`src/rtl/pwm_seq_pkg.sv`:
```
`default_nettype none
// ============================================================================
// Module   : pwm_seq_pkg
// Brief    : Shared types and constants for the PWM move sequencer.
// Revision : 1.0
// ============================================================================
package pwm_seq_pkg;

    localparam int DUTY_MAX = 100;

    typedef enum logic [1:0] {
        IDLE = 2'd0,
        LOAD = 2'd1,
        RAMP = 2'd2,
        HOLD = 2'd3
    } seq_state_t;

    typedef struct packed {
        logic [7:0]  ch;
        logic [7:0]  duty;
        logic [15:0] hold;
    } seq_cmd_t;

endpackage
`default_nettype wire

```
`src/rtl/pwm_cmd_fifo.sv`:
```
`default_nettype none
// ============================================================================
// Module   : pwm_cmd_fifo
// Brief    : Synchronous command FIFO; push is refused when full, pop when empty.
// Revision : 1.0
// ============================================================================
module pwm_cmd_fifo #(
    parameter int DEPTH = 4,
    parameter int WIDTH = 32
) (
    input  logic             clk,
    input  logic             rst,
    input  logic             push,
    input  logic [WIDTH-1:0] wr_data,
    input  logic             pop,
    output logic [WIDTH-1:0] rd_data,
    output logic             full,
    output logic             empty
);

    localparam int AW = $clog2(DEPTH);

    logic [WIDTH-1:0] mem_q [DEPTH];
    logic [AW-1:0]    wr_ptr_q, wr_ptr_d;
    logic [AW-1:0]    rd_ptr_q, rd_ptr_d;
    logic [AW:0]      count_q, count_d;
    logic             do_push;
    logic             do_pop;

    assign full    = (count_q == (AW+1)'(DEPTH));
    assign empty   = (count_q == '0);
    assign rd_data = mem_q[rd_ptr_q];

    always_comb begin
        do_push  = push && !full;
        do_pop   = pop && !empty;
        wr_ptr_d = do_push ? wr_ptr_q + AW'(1) : wr_ptr_q;
        rd_ptr_d = do_pop  ? rd_ptr_q + AW'(1) : rd_ptr_q;
        count_d  = count_q + (AW+1)'(do_push) - (AW+1)'(do_pop);
    end

    always_ff @(posedge clk or posedge rst) begin
        if (rst) begin
            wr_ptr_q <= '0;
            rd_ptr_q <= '0;
            count_q  <= '0;
        end else begin
            wr_ptr_q <= wr_ptr_d;
            rd_ptr_q <= rd_ptr_d;
            count_q  <= count_d;
        end
    end

    // Storage needs no reset; occupancy alone defines which entries are valid.
    always_ff @(posedge clk) begin
        if (do_push) begin
            mem_q[wr_ptr_q] <= wr_data;
        end
    end

endmodule
`default_nettype wire

```
`src/rtl/pwm_move_sequencer.sv`:
```
`default_nettype none
// ============================================================================
// Module   : pwm_move_sequencer
// Brief    : Queued servo move sequencer; ramps one PWM duty per command, then
//            holds. Define PWM_SEQ_RAMP_EN for STEP-limited ramping.
// Revision : 1.0
// ============================================================================
module pwm_move_sequencer
    import pwm_seq_pkg::*;
#(
    parameter int NCH        = 4,
    parameter int FIFO_DEPTH = 4,
    parameter int STEP       = 2,
    parameter int DUTY_RST   = 50
) (
    input  logic                    clk,
    input  logic                    rst,
    input  logic                    cmd_valid,
    output logic                    cmd_ready,
    input  logic [$clog2(NCH)-1:0]  cmd_ch,
    input  logic [7:0]              cmd_duty,
    input  logic [15:0]             cmd_hold,
    input  logic                    period_tick,
    output logic [NCH*8-1:0]        duty_o,
    output logic                    busy,
    output logic                    done,
    output logic                    err
);

`ifdef PWM_SEQ_RAMP_EN
    localparam bit RAMP_EN = 1'b1;
`else
    localparam bit RAMP_EN = 1'b0;
`endif

    localparam int               CHW       = (NCH > 1) ? $clog2(NCH) : 1;
    localparam int               STEP_LIM  = RAMP_EN ? STEP : DUTY_MAX;
    localparam logic signed [8:0] STEP_S   = 9'(STEP_LIM);
    localparam logic [7:0]       STEP8     = 8'(STEP_LIM);
    localparam logic [7:0]       DUTY_MAX8 = 8'(DUTY_MAX);
    localparam logic [7:0]       DUTY_RST8 = 8'(DUTY_RST);

    seq_state_t        state_q, state_d;
    seq_cmd_t          head_q, head_d;
    logic [CHW-1:0]    cur_ch_q, cur_ch_d;
    logic [7:0]        target_q, target_d;
    logic [15:0]       hold_q, hold_d;
    logic [15:0]       hold_cnt_q, hold_cnt_d;
    logic [7:0]        duty_q [NCH];
    logic [7:0]        duty_d [NCH];
    logic              done_q, done_d;
    logic              err_q, err_d;

    seq_cmd_t          push_cmd;
    seq_cmd_t          fifo_head;
    logic              push;
    logic              pop;
    logic              fifo_full;
    logic              fifo_empty;
    logic [7:0]        cur_duty;
    logic signed [8:0] diff;

    assign cmd_ready = !fifo_full;
    assign busy      = (state_q != IDLE) || !fifo_empty;
    assign done      = done_q;
    assign err       = err_q;

    for (genvar k = 0; k < NCH; k++) begin : g_duty_out
        assign duty_o[8*k +: 8] = duty_q[k];
    end

    // Out-of-range duties are clipped before queueing so the datapath never sees them.
    always_comb begin
        push          = cmd_valid && !fifo_full;
        push_cmd.ch   = 8'(cmd_ch);
        push_cmd.duty = (cmd_duty > DUTY_MAX8) ? DUTY_MAX8 : cmd_duty;
        push_cmd.hold = cmd_hold;
        err_d         = push && (cmd_duty > DUTY_MAX8);
    end

    pwm_cmd_fifo #(
        .DEPTH (FIFO_DEPTH),
        .WIDTH ($bits(seq_cmd_t))
    ) u_fifo (
        .clk     (clk),
        .rst     (rst),
        .push    (push),
        .wr_data (push_cmd),
        .pop     (pop),
        .rd_data (fifo_head),
        .full    (fifo_full),
        .empty   (fifo_empty)
    );

    always_comb begin
        state_d    = state_q;
        head_d     = head_q;
        cur_ch_d   = cur_ch_q;
        target_d   = target_q;
        hold_d     = hold_q;
        hold_cnt_d = hold_cnt_q;
        duty_d     = duty_q;
        done_d     = 1'b0;
        pop        = 1'b0;
        cur_duty   = duty_q[cur_ch_q];
        diff       = $signed({1'b0, target_q}) - $signed({1'b0, cur_duty});

        case (state_q)
            IDLE: begin
                if (!fifo_empty) begin
                    pop     = 1'b1;
                    head_d  = fifo_head;
                    state_d = LOAD;
                end
            end
            LOAD: begin
                cur_ch_d = head_q.ch[CHW-1:0];
                target_d = head_q.duty;
                hold_d   = head_q.hold;
                // A command for a nonexistent channel completes without touching any duty.
                if (32'(head_q.ch) >= NCH) begin
                    done_d  = 1'b1;
                    state_d = IDLE;
                end else begin
                    state_d = RAMP;
                end
            end
            RAMP: begin
                if (period_tick) begin
                    if ((diff <= STEP_S) && (diff >= -STEP_S)) begin
                        duty_d[cur_ch_q] = target_q;
                        if (hold_q != 16'd0) begin
                            hold_cnt_d = hold_q;
                            state_d    = HOLD;
                        end else begin
                            done_d  = 1'b1;
                            state_d = IDLE;
                        end
                    end else if (diff > 9'sd0) begin
                        duty_d[cur_ch_q] = cur_duty + STEP8;
                    end else begin
                        duty_d[cur_ch_q] = cur_duty - STEP8;
                    end
                end
            end
            HOLD: begin
                if (period_tick) begin
                    hold_cnt_d = hold_cnt_q - 16'd1;
                    if (hold_cnt_q == 16'd1) begin
                        done_d  = 1'b1;
                        state_d = IDLE;
                    end
                end
            end
            default: state_d = IDLE;
        endcase
    end

    always_ff @(posedge clk or posedge rst) begin
        if (rst) begin
            state_q    <= IDLE;
            head_q     <= '0;
            cur_ch_q   <= '0;
            target_q   <= '0;
            hold_q     <= '0;
            hold_cnt_q <= '0;
            duty_q     <= '{default: DUTY_RST8};
            done_q     <= 1'b0;
            err_q      <= 1'b0;
        end else begin
            state_q    <= state_d;
            head_q     <= head_d;
            cur_ch_q   <= cur_ch_d;
            target_q   <= target_d;
            hold_q     <= hold_d;
            hold_cnt_q <= hold_cnt_d;
            duty_q     <= duty_d;
            done_q     <= done_d;
            err_q      <= err_d;
        end
    end

endmodule
`default_nettype wire

```
`config.mk`:
```
export PLATFORM = sky130hd
export DESIGN_NAME = pwm_move_sequencer
export DESIGN_NICKNAME = d
export VERILOG_FILES = /design/src/rtl/pwm_seq_pkg.sv /design/src/rtl/pwm_cmd_fifo.sv /design/src/rtl/pwm_move_sequencer.sv
export SDC_FILE = /design/constraint.sdc
export NUM_CORES = 1
export LEC_CHECK = 0
export CAP_MARGIN = 20
export CORE_UTILIZATION = 59
export CTS_CLUSTER_SIZE = 10
export DETAILED_ROUTE_END_ITERATION = 7
export PLACE_DENSITY = 0.82
export REMOVE_ABC_BUFFERS = 1
export SKIP_LAST_GASP = 1
export SYNTH_ARGS = -nofsm -noshare
export SYNTH_HDL_FRONTEND = slang
export SYNTH_SLANG_ARGS = --single-unit
```
`constraint.sdc`:
```
create_clock -name clk -period 4.7 [get_ports clk]
set_input_delay 0.47 -clock clk [delete_from_list [all_inputs] [get_ports clk]]
set_output_delay 0.47 -clock clk [all_outputs]
set_load 0.02 [all_outputs]
```
=== Word-level counts from Yosys, hierarchy flattened ===
Memories as Yosys holds them, arrays and structs flattened. A register that Yosys moved wholly into a read port is not among the register bits.
Index checks and enable logic that the tools add are counted.

* Flip-flop bits (word level): 93
* Latch bits: 0
* Bits in writable memories: 104
* Bits in read-only memories: 0
* Input port bits: 30
* Output and inout port bits: 36
* Memories: 1

{| class="wikitable"
|+ Memory list
! memory !! words !! width !! rd ports !! clocked after Yosys merged registers in !! wr ports !! line !! RTL
|-
| u_fifo.mem_q || 4 || 26 || 1 || 1 || 1 || pwm_cmd_fifo.sv:23 || <nowiki>logic [WIDTH-1:0] mem_q [DEPTH];</nowiki>
|}

* Add/sub/neg operators: 8
* $mul: 0
* Divide/modulo/power cells: 0
* Magnitude comparators: 7
* Equal/unequal tests: 11
* Shift-type cells: 0
* Muxes and demuxes: 35
* Bitwise gates (word level): 2
* Reduce and logical (&&, ||, !) cells: 18

{| class="wikitable"
|+ Operators by type and width
! cell !! count
|-
| $bwmux 32 || 3
|-
| $mux 16 || 4
|-
| $mux 32 || 2
|-
| $mux 8 || 4
|-
| $pmux 16 s2 || 1
|-
| $bmux 8 s2 || 1
|-
| $demux 8 s2 || 1
|-
| $eq 16x1->1 const B || 1
|-
| $reduce_bool 16->1 || 1
|-
| $sub 16x1->16 const B || 1
|-
| $mux 2 || 7
|-
| $ne 2x2->1 const B || 6
|-
| $mux 1 || 10
|-
| $reduce_and 5->1 || 2
|-
| $ge 9x8->1 const B || 1
|-
| $gt 9x1->1 const B || 1
|-
| $le 9x8->1 const B || 1
|-
| $sub 8x8->9 || 1
|-
| $add 8x7->8 const B || 1
|-
| $ge 8x3->1 const B || 1
|-
| $gt 8x7->1 const B || 1
|-
| $pmux 2 s4 || 1
|-
| $sub 8x7->8 const B || 1
|-
| $logic_and 1x1->1 || 6
|-
| other kinds (17) || 22
|}

=== Depth between registers and ports, before layout ===
Gate-level depths: netlist of the first run.

* Depth in word-level cells: 10
* Mapped depth: 16
* Mapped depth without buffers: 11

=== Cells and area by module ===
Synthesis of the first run repeated with hierarchy kept, for this count alone.

* Cells, all modules: 749
* Area total of the unflattened synthesis: 10958.0 um^2

{| class="wikitable"
|+ By module, submodules not included
! module !! times used !! cells an instance !! area each (um^2)
|-
| pwm_move_sequencer || 1 || 539 || 5815.6
|-
| pwm_cmd_fifo || 1 || 210 || 5142.4
|}

=== Worst setup path before layout of the first run ===
OpenSTA, ideal clock, no wires.

* Kind: flip-flop to flip-flop
* From: reg cur_ch_q[0]
* To: reg duty_q (netlist bit duty_o[14])
* Data arrival time: 3829 ps
* Data required time: 4572 ps
* Path slack: 743 ps
* Stages on the path, launching flop included: 14
* Clock period less this slack: 3957 ps
* Cell sequence: dfrtp_1 buf_6 clkbuf_1 mux4_2 ha_1 fa_1 nand2b_1 a21oi_1 nor4_1 o32a_1 a31oi_2 mux2i_1 mux2i_1 nand3_1

* Cells in the longest elaborated chain, start to end: 8
* Elaborated cells on any way between the ends: 21

{| class="wikitable"
|+ Ends and longest elaborated chain
! what !! line !! RTL
|-
| start: declaration || pwm_move_sequencer.sv:45 || <nowiki>logic [CHW-1:0] cur_ch_q, cur_ch_d;</nowiki>
|-
| start signal: assignment || pwm_move_sequencer.sv:173 || <nowiki>cur_ch_q <= cur_ch_d;</nowiki>
|-
| $not 2->3 (implied by the code) (*) || n/a ||
|-
| $bmux 8 s2 (tied with other cells) || pwm_move_sequencer.sv:105 || <nowiki>cur_duty = duty_q[cur_ch_q];</nowiki>
|-
| $mux 8 (implied by the code) or $logic_and 1x1->1 (tied branches) || n/a ||
|-
| $mux 8 (on tied branches) || n/a ||
|-
| $sub 8x8->9 (tied with other cells) || pwm_move_sequencer.sv:106 || <nowiki>diff = $signed({1'b0, target_q}) - $signed({1'b0, cur_duty});</nowiki>
|-
| $gt 9x1->1 (tied with other cells) || pwm_move_sequencer.sv:139 || <nowiki>end else if (diff > 9'sd0) begin</nowiki>
|-
| $mux 32 or $logic_and 1x1->1 (tied branches) || pwm_move_sequencer.sv:139, pwm_move_sequencer.sv:130 ||
|-
| $mux 32 (*) || pwm_move_sequencer.sv:130 || <nowiki>if ((diff <= STEP_S) && (diff >= -STEP_S)) begin</nowiki>
|-
| end signal: assignment || pwm_move_sequencer.sv:177 || <nowiki>duty_q <= duty_d;</nowiki>
|-
| end: declaration || pwm_move_sequencer.sv:49 || <nowiki>logic [7:0] duty_q [NCH];</nowiki>
|}

Mark *: on every way between the ends. The rest lies on a longest branch, timed or not. The select of a mux whose other input is x is not followed.
A chain may end at the register's enable or synchronous reset.

=== Final worst setup path of the first run ===
* From: reg cur_ch_q[0]
* To: reg duty_q (netlist bit duty_o[13])

The elaborated chain is that of the path after synthesis.

==> results.yml, run 1 <==
finish:
  final_net_count: 848
  syn_to_final_growth_pct: 17.51
  antenna_cells: 0
  finalNonFillerCells: 1032
  drive_above_1_share_pct: 21.45
  layout.filler_cells: 1040
synth:
  synth_cell_type_count: 66
  ys_warn_count: 0
  synth_top_area_share_pct: 31.72
  synth_edf_count: 104
  yosys_most_used_dff: "edfxtp_1"
  synth_top_area_cell: "edfxtp_1"
  postSynthCellCount: 722
  ys_top_cells_by_area: "edfxtp_1 (32%), dfrtp_1 (25%), mux4_2 (7.5%), mux2_2 (6.9%), dfstp_2 (3.2%)"
  synth_seq_cells: 215
  avgSynthCellArea_um2: 13.64
  synthesis.area_mm2: 0.009846
  ys_seq_area_share_pct: 60.08
  synth-async-reset-ratio_pct: 51.63
clocking:
  cts.sinks: 215
  root_buffer: "clkbuf_16"
  cts_tree: "done"
  clock_path_buffers: 3
  path_clk_slew_ns: 0.06
  worst_skew_pair.late_latency_ns: 0.53
  hold_buffers: 0
  numCtsBuffers: 26
  cts-htree-levels: 1
global_routing:
  grt_max_degree: 84
  grt_pass1_wl_um: 35020
  grt.total_usage_pct: 25.81
  antenna_found_initial: 0
  first_global_vias: 6478
  grt_overflow: 0
critical_path:
  reg2reg_to: "duty_o[13]"
  r2r_slack_ns: 0.31
  cp.required_ns: 5.14
  crit_path_end_kind: "flop"
  crit_arrival_ns: 4.83
  startpoint: "cur_ch_q[0]"
  r2r_start: "cur_ch_q[0]"
  worstPathMaxFanout: 15
  r2r_cells: 11
  cp-endpoint: "duty_o[13]"
  crit_type: "reg2reg"
  slowest_stage: "dfrtp_1"
  worstSetupStartpointType: "flop"
  crit_path_frequent_cell: "mux2i_1"
  max_stage_delay_ns: 0.70
  worstPathCellList: "mux4_2 -> ha_1 -> fa_1 -> nand2b_1 -> a21oi_1 -> nor4_1 -> o32a_1 -> a31oi_2 -> mux2i_1 -> mux2i_1 -> nand3_1"
floorplanning:
  start_util_pct: 61.09
  die_w_um: 131.2
  die_h_um: 131.2
  die_area_mm2: 0.01721
  ios: 66
  rows: 46
  core_area_mm2: 0.01612
sta:
  whs_ns: 0.2396
  maxSlewHeadroom_pct: 49.88
  final_max_slew_viol_count: 0
  fin_skew_ns: 0.01309
  fin_crit_sh_pct: 93.39
  hold_violations: 0
  timing.fmax_mhz: 227.8
  rsz0062_at_grt: "yes"
  finalSetupViolCount: 0
  tightest_slew_ns: 0.7461
  layout_min_cycle_time_ns: 4.389
  setup_ws_ns: 0.3107
placement:
  dp_hpwl_um: 14320
  portBuffers: 65
  dpl_worst_slack_ns: 0.2392
  placed_cells: 983
  place.gp.congestion: 0.8759
power_and_ir_drop:
  leakage_nw: 4.559
  power_density_mw_per_mm2: 609.1
  power_mw: 7.047
  max-vdd-ir-drop_mv: 0.5192
routing:
  num_vias: 6344
  wire_per_inst_um: 20.55
  drt_iter0_markers: 569
  drc: 0
  viasPerCell: 6.147
  dr.pass1.iters: 5
  antenna_left: 0
  drt_wl_total_um: 21210
run:
  maxCapViolCount: 0
run_status:
  status: "complete, no violations"
min_path:
  hold_class: "in2async"
==> layer usage <==
layer  part of all wire [%]  global-route usage (%)  routed length (um)  vias up
li1                       -                       -                   -     2904
met2                     50                   43.17               10530      232
met4                    1.9                   6.471                 403        0
met3                    5.7                   4.128                1217       30
met1                     43                   35.49                9057     3178
met5                      0                       0                   0        -
==> Yosys cell counts (all sizes together), types with 3 or more instances <==
library cell and count:
dfrtp 99, nand3 34, nand2b 4, dfstp 12, nand2 50, a211oi 5, nor2 27, ha 20
nor4 35, mux4 33, and3 8, o221a 3, clkbuf 22, o211ai 4, nor3 12, a21oi 27
or2 6, edfxtp 104, nand4 5, and2 7, mux2 61, mux2i 19, a211o 3, or3 3
inv 21, a31oi 5, xnor2 7, buf 17, nand3b 3, o21ai 32, or4 6
==> flip-flops by register name (all words and copies together) (netlist names) <==
register	count
err	1
target_q	8
hold_q	16
u_fifo.wr_ptr_q	2
duty_o	32
head_q	26
done	1
u_fifo.mem_q	104
cur_ch_q	2
hold_cnt_q	16
state_q	2
u_fifo.count_q	3
u_fifo.rd_ptr_q	2
==> where the power goes <==
group | switching [mW] | internal [mW] | total (mW)
clock | 0.737 | 1.11 | 1.85
sequential | 0.152 | 2.28 | 2.43
combinational | 1.74 | 1.03 | 2.77
total | 2.63 | 4.42 | 7.05
==> area by class of cell <==
type	instances	area [um^2]	share of cell area (%)
inverter	22	85.08	0.7354
multi-input combinational	449	3701	31.99
tap	216	270.3	2.336
sequential	215	5916	51.13
clock inverter	4	71.32	0.6164
timing repair buffer	82	798.3	6.900
clock buffer	44	728.2	6.294
==> worst min-delay path by stage <==
stage | cells after the start | start | endpoint
final | 2 | rst | head_q[18]
after global routing | 2 | rst | head_q[18]
after CTS | 2 | duty_o[29] | duty_o[29]
after detailed placement | 1 | hold_cnt_q[13] | hold_cnt_q[13]
after global placement | 1 | hold_cnt_q[13] | hold_cnt_q[13]
after floorplan | 1 | hold_cnt_q[13] | hold_cnt_q[13]
==> what timing repair did <==
item,4_1_cts,5_1_grt
setup endpoints to repair,0,2
buffers inserted,0,0
hold endpoints to repair,0,0
resized for setup,0,2
==> logic make-up (layout without fill, tap and decap cells) <==
kind of cell,count (synthesis),count (layout),share of synthesized area (%)
AO/OA/AOI/OAI,94,94,6.151
XOR/XNOR,9,9,0.8007
adder cells (fa/ha/maj),22,22,2.948
buffers and inverters,61,152,2.516
flip-flops,215,215,60.08
multiplexers,113,113,16.46
other,1,4,0.03809
AND/OR/NAND/NOR,207,207,11.01
==> stage by stage <==
stage | setup TNS [ns] | utilization [%] | instance area, um^2
4_1_cts | 0 | 71.58 | 11530
3_5_place_dp | 0 | 66.61 | 10740
6_report | 0 | 71.79 | 11570
3_3_place_gp | 0 | 66.61 | 10740
2_1_floorplan | -3.465 | - | 9692
5_1_grt | -0.01373 | 71.79 | 11570
==> cells in the final DEF, fill, tap and decap left out, types with 3 or more instances in the layout <==
cell,synthesis,layout
edfxtp_1,104,104
dfrtp_1,99,99
clkdlybuf4s50_1,0,65
mux2_2,60,60
nand2_1,50,50
nor4_1,35,35
nand3_1,34,34
mux4_2,33,33
o21ai_0,29,29
a21oi_1,27,27
nor2_1,26,26
clkbuf_16,0,26
ha_1,20,20
inv_1,18,17
mux2i_1,19,17
clkbuf_1,21,17
buf_4,0,16
dfstp_2,12,12
nor3_1,11,11
and3_1,8,8
xnor2_1,7,7
and2_1,7,7
or2_2,5,5
nand4_1,5,5
or4_1,5,5
nand2b_1,4,4
a211oi_1,4,4
o211ai_1,4,4
conb_1,1,4
o21ai_1,3,3
nand3b_1,3,3
a31oi_1,3,3
a211o_1,3,3
or3_1,3,3
inv_2,3,3
o221a_2,3,3
==> critical path, delay by kind of cell, from the launching register on <==
family,cells,cell delay [ns]
multiplexers,3,1.44
AO/OA/AOI/OAI,3,1.16
flip-flops,1,0.70
adder cells (fa/ha/maj),2,0.61
AND/OR/NAND/NOR,3,0.37
No activity file was read; power rests on OpenSTA's default activity.
==> inputs of run 2 (changes only) <==
GPL_TIMING_DRIVEN = 1   (was not set)
==> results of run 2 <==
The final DEF is identical to that of run 1; final timing and power are the same.
==> edit (settings of run 2) <==
Build with the macro `PWM_SEQ_RAMP_EN` defined.
--- a/src/rtl/pwm_move_sequencer.sv
+++ b/src/rtl/pwm_move_sequencer.sv
@@ -5,6 +5,8 @@
 //            holds. Define PWM_SEQ_RAMP_EN for STEP-limited ramping.
 // Revision : 1.0
 // ============================================================================
+`define PWM_SEQ_RAMP_EN
+
 module pwm_move_sequencer
     import pwm_seq_pkg::*;
 #(
Check against the original RTL: not equivalent (a bounded check fails within 10 cycles, from zero or initial values and one cycle with rst high).
==> edit against run 2 <==
Global-route usage fell by 0.85 points; area after synthesis fell by 0.44%; sequential cell count did not move; clock power fell by 6%; count of clock-buffer cells in the layout did not move; power rose by 19%; synthesized cell count rose by 0.69%; sequential share of layout area rose by 0.58 points; die area fell by 0.44%; design area fell by 1.1%; clock skew rose by 0.0032 ns; setup slack improved by 0.20 ns; wire length fell by 4.3%.
==> edit: results (changes against run 2) <==
- Maximum fanout encountered on the critical timing path: 16 (+1)
- Global Route met2 Usage: 41.61% (-1.6 points)
- Number of DRC markers in iteration 0: 553 (-2.8%)
- Number of cells traversed by the worst register-to-register path: 12 (+1)
- Leakage power summed over all cells: 4.490 nW (-1.5%)
- Fraction of final layout cells sized beyond drive strength 1: 18.96% (-2.5 points)
- Global-route track usage on met3: 4.275% (+0.15 points)
- Post-Synthesis Cells: 727 (+0.69%)
- HPWL after DPL: 13.35 mm (-6.8%)
- Pin count of the biggest net entering global routing: 79 (-6.0%)
- RePlAce Congestion: 0.8532 (-2.6%)
- Power in sequential cells: 2.96 mW (+22%)
- FF-to-FF End: duty_o[29]$_DFFE_PP1P_
- Total area of multi-input combinational cells: 3649 um2 (-1.4%)
- Sum of met3 wire segment lengths after detailed routing: 1.108 mm (-9.0%)
- Critical path data arrival time: 4.63 ns (-0.20 ns)
- Cell with the largest stage delay on the worst path: sky130_fd_sc_hd__a21oi_1
- Largest stage delay on the critical path: 0.50 ns (-0.20 ns)
- Global routing met1 resource utilization: 33.91% (-1.6 points)
- Vias in the first global route: 6404 (-1.1%)
- Post-layout nets: 857 (+1.1%)
- Global-route wire length before repair: 32.75 mm (-6.5%)
- Max VDD drop: 0.0004427 V (-15%)
- Status: complete, no violations
- Vias after detailed routing: 6205 (-2.2%)
- Setup slack of the worst register-to-register path: 0.51 ns (+0.20 ns)
- Final setup skew: 0.01631 ns (+0.003214 ns)
- Clock buffers created by TritonCTS: 25 (-3.8%)
- Detailed-routed wire length on met2: 10.04 mm (-4.7%)
- Overall Global Routing Usage: 24.95% (-0.85 points)
- Share of total power in the clock network: 20.8% (-5.4 points)
- Category of cells accounting for the largest share of critical-path delay: compound AO/OA/AOI/OAI gates
- Average wire per standard cell: 19.54 um (-4.9%)
- Library cells used by synthesis: 62 (-6.1%)
## edit: final cells by class
cell class / instances / area share, %
Clock inverter: 2 / 0.2187
Inverter: 26 / 0.8750
Sequential cell: 215 / 51.71
Tap cell: 216 / 2.362
Timing Repair Buffer: 80 / 6.847
Clock buffer: 44 / 6.092
Multi-Input combinational cell: 456 / 31.89
## edit: per-stage QoR
stage                     utilization (%)  hold WS, ns  instance area [um2]
after floorplan                         -       0.4709                 9649
after global placement              66.57       0.4849                10690
after detailed placement            66.57       0.4954                10690
after CTS                           71.07       0.5050                11410
after global routing                71.24       0.5197                11440
final                               71.24       0.5009                11440
## edit: worst max path at each step
stage                                  from                    endpoint  slack (ns)  depth (start not counted)
detailed placement  cur_ch_q[0]$_DFFE_PP0N_      duty_o[29]$_DFFE_PP1P_        0.55                         12
finish              cur_ch_q[0]$_DFFE_PP0N_      duty_o[29]$_DFFE_PP1P_        0.51                         12
global route        cur_ch_q[0]$_DFFE_PP0N_      duty_o[31]$_DFFE_PP0P_        0.21                         12
global placement    cur_ch_q[1]$_DFFE_PP0N_      duty_o[29]$_DFFE_PP1P_        0.70                         13
CTS                 cur_ch_q[0]$_DFFE_PP0N_      duty_o[29]$_DFFE_PP1P_        0.52                         12
floorplan           cur_ch_q[0]$_DFFE_PP0N_  hold_cnt_q[12]$_DFFE_PP0P_        0.62                         12
## edit: cell families after synthesis
family	after synthesis	share of synthesized area, %
buffers and inverters	59	2.668
XOR/XNOR	12	1.072
AND/OR/NAND/NOR	188	9.459
flip-flops	215	60.35
other	1	0.03826
multiplexers	103	15.46
AO/OA/AOI/OAI	126	7.863
adder cells (fa/ha/maj)	23	3.089
